`src/rtl/stg_mo_dseq.sv`:
```
// Data-memory beat sequencer: splits each 24/48-bit load or store into one or
// two 24-bit memory beats and reassembles 48-bit load results.
module stg_mo_dseq #(
  parameter int ADDR_W = 48,
  parameter int WORD_W = 24
) (
  input  logic                  iw_clk,
  input  logic                  iw_rst,
  input  logic                  iw_req,
  input  logic                  iw_we,
  input  logic                  iw_is48,
  input  logic [ADDR_W-1:0]     iw_addr,
  input  logic [2*WORD_W-1:0]   iw_wdata,
  output logic                  ow_stall,
  output logic [2*WORD_W-1:0]   or_rdata,
  output logic                  or_rvalid,
  output logic                  ow_mem_en,
  output logic                  ow_mem_we,
  output logic [ADDR_W-1:0]     ow_mem_addr,
  output logic [WORD_W-1:0]     ow_mem_wdata,
  input  logic [WORD_W-1:0]     iw_mem_rdata
);

  // Handshake: a request is taken on the rising edge when iw_req=1 and
  // ow_stall=0; while ow_stall=1 the upstream must hold its request.
  typedef enum logic [1:0] {
    S_IDLE = 2'd0,
    S_LO   = 2'd1,
    S_HI   = 2'd2,
    S_WAIT = 2'd3
  } state_t;

  state_t                state_q, state_d;
  logic                  we_q, we_d;
  logic                  is48_q, is48_d;
  logic [ADDR_W-1:0]     addr_q, addr_d;
  logic [2*WORD_W-1:0]   wdata_q, wdata_d;
  logic [WORD_W-1:0]     rlo_q, rlo_d;
  logic [2*WORD_W-1:0]   rdata_q, rdata_d;
  logic                  rvalid_q, rvalid_d;

  always_comb begin
    state_d      = state_q;
    we_d         = we_q;
    is48_d       = is48_q;
    addr_d       = addr_q;
    wdata_d      = wdata_q;
    rlo_d        = rlo_q;
    rdata_d      = rdata_q;
    rvalid_d     = 1'b0;
    ow_mem_en    = 1'b0;
    ow_mem_we    = 1'b0;
    ow_mem_addr  = '0;
    ow_mem_wdata = '0;

    case (state_q)
      S_IDLE: begin
        if (iw_req) begin
          we_d    = iw_we;
          is48_d  = iw_is48;
          addr_d  = iw_addr;
          wdata_d = iw_wdata;
          state_d = S_LO;
        end
      end
      S_LO: begin
        ow_mem_en    = 1'b1;
        ow_mem_we    = we_q;
        ow_mem_addr  = addr_q;
        ow_mem_wdata = wdata_q[WORD_W-1:0];
        if (is48_q)     state_d = S_HI;
        else if (!we_q) state_d = S_WAIT;
        else            state_d = S_IDLE;
      end
      S_HI: begin
        // Address wraps modulo 2^ADDR_W at the top of memory.
        ow_mem_en    = 1'b1;
        ow_mem_we    = we_q;
        ow_mem_addr  = addr_q + ADDR_W'(1);
        ow_mem_wdata = wdata_q[2*WORD_W-1:WORD_W];
        if (!we_q) rlo_d = iw_mem_rdata;
        state_d = we_q ? S_IDLE : S_WAIT;
      end
      S_WAIT: begin
        if (is48_q) rdata_d = {iw_mem_rdata, rlo_q};
        else        rdata_d = {{WORD_W{1'b0}}, iw_mem_rdata};
        rvalid_d = 1'b1;
        state_d  = S_IDLE;
      end
      default: state_d = S_IDLE;
    endcase
  end

  always_ff @(posedge iw_clk) begin
    if (iw_rst) begin
      state_q  <= S_IDLE;
      we_q     <= 1'b0;
      is48_q   <= 1'b0;
      addr_q   <= '0;
      wdata_q  <= '0;
      rlo_q    <= '0;
      rdata_q  <= '0;
      rvalid_q <= 1'b0;
    end else begin
      state_q  <= state_d;
      we_q     <= we_d;
      is48_q   <= is48_d;
      addr_q   <= addr_d;
      wdata_q  <= wdata_d;
      rlo_q    <= rlo_d;
      rdata_q  <= rdata_d;
      rvalid_q <= rvalid_d;
    end
  end

  assign ow_stall  = (state_q != S_IDLE);
  assign or_rdata  = rdata_q;
  assign or_rvalid = rvalid_q;

endmodule

```
`config.mk`:
```
export PLATFORM = sky130hd
export DESIGN_NAME = stg_mo_dseq
export DESIGN_NICKNAME = d
export VERILOG_FILES = /design/src/rtl/stg_mo_dseq.sv
export SDC_FILE = /design/constraint.sdc
export NUM_CORES = 1
export LEC_CHECK = 0
export CAP_MARGIN = 20
export CORE_MARGIN = 2
export CORE_UTILIZATION = 51
export DETAILED_ROUTE_END_ITERATION = 8
export GPL_ROUTABILITY_DRIVEN = 0
export PLACE_DENSITY = 0.95
export SYNTH_ARGS = -nofsm -noshare
export SYNTH_HDL_FRONTEND = slang
export SYNTH_SLANG_ARGS = --single-unit
export TNS_END_PERCENT = 5
```
`constraint.sdc`:
```
create_clock -name iw_clk -period 4.3 [get_ports iw_clk]
set_clock_uncertainty 0.2 [all_clocks]
set_input_delay 0.645 -clock iw_clk [delete_from_list [all_inputs] [get_ports iw_clk]]
set_output_delay 0.645 -clock iw_clk [all_outputs]
set_load 0.05 [all_outputs]
```
* Word level (Yosys, flattened, before mapping)
Cells that the tools add are included.
** Operators by class
- Add/subtract/negate cells :: 1
- $mul :: 0
- Div/mod/pow operators :: 0
- $lt $le $gt $ge :: 0
- Eq/ne operators :: 4
- Shift operators :: 0
- Multiplexer cells :: 10
- Bitwise operators :: 1
- Reduce and logical (&&, ||, !) cells :: 5
** Operators by type and width (count)
- case mux 48 bit (2 select lines) :: 1
- adder 48 x 1 -> 48 bit, second input constant :: 1
- 2-to-1 mux 48 bit :: 1
- case mux 24 bit (2 select lines) :: 1
- case mux 2 bit (4 select lines) :: 1
- 2-to-1 mux 2 bit :: 3
- == test 2 bit, second input constant :: 2
- AND reduction 2 bit :: 2
- 2-to-1 mux 1 bit :: 3
- == test 2 x 1 -> 1 bit, second input constant :: 1
- zero test 2 bit :: 1
- inequality test 2 bit, second input constant :: 1
- nonzero test 2 bit :: 1
- OR reduction 2 bit :: 1
- NOT 1 bit :: 1
** Word-level totals
- Bits in registers :: 173
- Latch bits :: 0
- RAM bits :: 0
- Memory bits (read-only) :: 0
- Input port bits :: 125
- Output and inout bits :: 124
- Logic and storage cells :: 29
- Memories kept :: 0

* Logic depth before layout (Yosys ltp)
- Depth in word-level cells :: 3
- Depth in mapped cells :: 9
- Mapped depth without buffers :: 7

* Worst setup path before layout
OpenSTA, ideal clock, no wires.
- Path kind :: reg-to-output
- From :: register state_q[1]
- To :: output ow_mem_addr[22]
- Data arrival time :: 3.352 ns
- Data required time :: 3.455 ns
- Slack :: 0.103 ns
- Stages on the path, launching flop included :: 7
- Buffers on the path :: 2
- Cells stage by stage :: dfxtp_1 -> inv_1 -> ha_1 -> clkbuf_1 -> nand2_1 -> clkbuf_1 -> o41ai_1
** Between the ends
- Longest elaborated chain between the ends :: 2
- Elaborated cells between the ends (all ways) :: 3
- Classes of those cells :: 2 x eq/ne; 1 x mux
** RTL lines
- start: declaration :: line 33 : state_t state_q, state_d;
- start signal: assignment :: line 105 : state_q <= state_d;
- == test 2 bit or == test 2 x 1 -> 1 bit (tied branches) :: line 56 : case (state_q)
- case mux 48 bit (2 select lines) * :: line 56
- end: declaration :: line 19 : output logic [ADDR_W-1:0] ow_mem_addr,
Every way passes the cells marked *; elsewhere a longest branch is shown, timed or not.

* Worst setup path in the final report
- From :: register addr_q[0]
- To :: output ow_mem_addr[26]
** Between the ends
- Longest elaborated chain between the ends :: 2
** RTL lines
- start: declaration :: line 36 : logic [ADDR_W-1:0] addr_q, addr_d;
- start signal: assignment :: line 108 : addr_q <= addr_d;
- adder 48 x 1 -> 48 bit :: line 79 : ow_mem_addr = addr_q + ADDR_W'(1);
- case mux 48 bit (2 select lines) :: line 56
Every way passes these cells.

==> metrics.sh <==
TIMING.CRITICAL_PATH.REQUIRED_NS=3.45
WORST_IR_DROP_VDD_mV=0.298
SYNTHARSTFLOPSHARE=0
STATUS='finished, final reports clean'
CLOCK_PIN_SLEW_ON_THE_WORST_SETUP_AND_HOLD_PATHS_NS=0.07
DIE-WIDTH_UM=132
TIMING.HOLD.WORST.CLASS='flop to flop'
NETS=1427
WORSTMARGINPINSLEW_NS=1.06
FINAL.FILL_COUNT=1098
FINALCRITICALPERIOD_NS=3.98
NUMBER_OF_ANTENNA_VIOLATIONS_AT_THE_FIRST_CHECK_IN_GLOBAL_ROUTING=0
VIAS_IN_THE_FIRST_GLOBAL_ROUTE=8447
MULTI_INPUT_COMB_AREA_MM2=0.00447
FINAL-MAX-SLEW-VIOLATION-COUNT=0
IO_PINS=249
HOLD_VIOL_FINAL=0
SYNTH.YOSYS.WARNINGS=0
DRT_ITER0_DRC=941
NETLIST.AREA_LEADER.SHARE=0.415
SYNTHFLOPTYPE='sky130_fd_sc_hd__dfxtp_1'
CLK-INSERTION-DELAY-LATE_NS=0.43
COUNT_OF_UNIQUE_LIBRARY_CELLS_INSTANTIATED_BY_YOSYS=53
AREA_DELTA_SYNTH_FINAL_PCT=43.1
REGAREA_MM2=0.00346
RSZ0062_AT_GRT='false'
GRT-OVFL-TOTAL=0
FLOORPLAN.DIE_AREA_MM2=0.0174
SYN-CELL-AREA_MM2=0.00834
ROUTED_VIA_DENSITY=5.90
ANT_NETS=0
SYNTH_AREA_LEADERS='sky130_fd_sc_hd__dfxtp_1 42%, sky130_fd_sc_hd__nand2_1 12%, sky130_fd_sc_hd__a21oi_1 9.5%'
STDCELL_COUNT=1525
POST-ROUTE-DRC-COUNT=0
ROW_COUNT=46
YOSYSMOSTFREQUENTCELL='sky130_fd_sc_hd__nand2_1'
SYNTH_ENABLE_FLOP_CELLS=0
DPL.HPWL_UM=17700
SYNTH_CELLS=1111
SYNTHESIS.NETS=1242
SYNTH_LARGEST_AREA_CELL='sky130_fd_sc_hd__dfxtp_1'
POST_ROUTE_CELLS_DRIVE_ABOVE_1_SHARE=0.0794
DIE_H_UM=132
CTS_BUFFERS=17
REPORT.FINAL.SETUP_VIOL=0
CLOCK_TREE.ROOT_CELL='sky130_fd_sc_hd__clkbuf_16'
DRT-WIRELENGTH-PER-CELL_UM=17.4
GRT.TOTAL_USAGE=0.297
AVGSYNTHCELLAREA_UM2=7.51
DETAIL_ROUTE.WIRELENGTH_UM=26500
CTS.SINK_COUNT=173
PATH_MAX_FANOUT=14
CLOCK_TREE_FROM_TRITONCTS='done'
SYNTHTOPCELLSBYCOUNT='275 x sky130_fd_sc_hd__nand2_1, 173 x sky130_fd_sc_hd__dfxtp_1, 158 x sky130_fd_sc_hd__a21oi_1'
TIMING.CRITICAL_PATH.TO_TYPE='output port'
LEAKAGE_POWER_OF_THE_DESIGN_nW=4.19
SETUP_TNS_NS=0
SYNTH_SEQ_CELLS=173
POSTCTSSETUPBUFFERS=0
GRT_START_MAX_NET_PINS=99
WORSTPATHARRIVAL_NS=3.13
MAX_FREQ_MHz=251
COREAREA_MM2=0.0159
POST-ROUTE-PERIOD-UTIL=0.925
MAX-SLEW-MARGIN-REL=0.294
POWER_DENSITY_mW_PER_MM2=358
GRT_PASS1_WL_UM=42500
NUM_VIAS=9001
PORT_BUFFERS=248
CTS-HTREE-LEVELS=4
PATH_CLASS='flop to output port'
DRT_PRE_ANTENNA_ITERS=6
MAX_CAP_VIOL_COUNT=0
PLACE.DETAILED.INSTANCES=1493
MAX-CLOCK-PATH-BUFFERS=2
SETUP.WORST_PATH.START_CLASS='flop'
COUNT_OF_HOLD_FIX_BUFFERS_INSERTED_AT_CTS=0
SYNTH_SEQ_AREA_SHARE=0.415
ANTENNA_CELLS_INSERTED=0
INITIAL_UTILIZATION=0.523
POST_CTS_RESIZE_COUNT=0
-- cells in the final DEF, fill, tap and decap left out, drive strengths merged, types with 4 or more instances in the layout --
master / netlist / routed
a211oi: 25 / 25
a21boi: 7 / 7
a21o: 6 / 6
a21oi: 158 / 158
a22oi: 25 / 25
a31oi: 20 / 20
a41oi: 6 / 6
and2: 12 / 12
and3: 9 / 9
buf: 13 / 60
clkbuf: 82 / 18
clkdlybuf4s50: 0 / 201
dfxtp: 173 / 173
ha: 6 / 6
inv: 15 / 23
mux2i: 25 / 25
nand2: 275 / 275
nand2b: 4 / 4
nand3: 23 / 23
nand4: 16 / 16
nor2: 66 / 66
nor2b: 50 / 50
nor4: 11 / 11
o211ai: 5 / 5
o21ai: 24 / 24
o311ai: 6 / 6
o31ai: 9 / 9
or3: 5 / 5
or4: 5 / 5
-- kinds of logic after synthesis --
logic type | synth area share
buffers and inverters | 0.0511
and+or+nand+nor | 0.271
DFF | 0.415
AOI/OAI and AO/OA | 0.224
adders and majority gates | 0.00900
muxes | 0.0300
-- per-stage QoR --
step / total power, mW / cell area (um^2) / setup slack (ns) / util / hold WS [ns]
after floorplan: 2.29 / 8340 / 0.103 / - / 0.236
after CTS: 4.28 / 11900 / 0.382 / 0.749 / 0.255
final: 4.27 / 11900 / 0.322 / 0.749 / 0.255
after global placement: 2.62 / 11300 / 0.946 / 0.709 / 0.241
after global routing: 4.43 / 11900 / 0.115 / 0.749 / 0.274
after detailed placement: 2.64 / 11300 / 0.858 / 0.709 / 0.246
-- critical path: stages (launching register included) --
cell and delay [ns]:
sky130_fd_sc_hd__dfxtp_1 0.44, sky130_fd_sc_hd__ha_1 0.25, sky130_fd_sc_hd__nand4_1 0.19, sky130_fd_sc_hd__nor4_4 0.37
sky130_fd_sc_hd__and2_0 0.67, sky130_fd_sc_hd__nand3_1 0.14, sky130_fd_sc_hd__o21ai_0 0.45, sky130_fd_sc_hd__buf_12 0.20
-- final timing paths --
kind / start / end / slack (ns) / cells after the start
worst min register to register: wdata_q[23]$_SDFFE_PP0P_ / wdata_q[23]$_SDFFE_PP0P_ / 0.25 / 2
worst max register to register: state_q[0]$_SDFFE_PP0P_ / rlo_q[5]$_SDFFE_PP0P_ / 1.75 / 6
worst max-delay path: addr_q[0]$_SDFFE_PP0P_ / ow_mem_addr[26] / 0.32 / 7
worst min-delay path: wdata_q[23]$_SDFFE_PP0P_ / wdata_q[23]$_SDFFE_PP0P_ / 0.25 / 2
-- state kept, by name, indices dropped and copies added, names as in the netlist --
name / cells
is48_q: 1
addr_q: 48
we_q: 1
wdata_q: 48
rlo_q: 24
or_rvalid: 1
state_q: 2
or_rdata: 48
-- metal layers --
metal	vias to the layer above	GRT usage	wire [um]	part of all wire
met1	4164	0.356	10100	0.38
met4	0	0.138	993	0.038
li1	4240	-	-	-
met3	94	0.0761	2440	0.092
met5	-	0	0	0
met2	503	0.499	12900	0.49
-- where the power goes --
part | internal (mW) | switching (mW)
clock network | 0.942 | 0.709
registers | 1.69 | 0.0969
logic | 0.341 | 0.490
total | 2.98 | 1.30
-- cell type report --
class | count | share of cell area
well taps | 216 | 0.0226
inverters | 16 | 0.00503
flip-flops and latches | 173 | 0.290
multi-input cells | 827 | 0.374
clock inverters | 14 | 0.0167
clock buffers | 18 | 0.0359
repair buffers | 261 | 0.256
(Power assumes the default switching activity.)
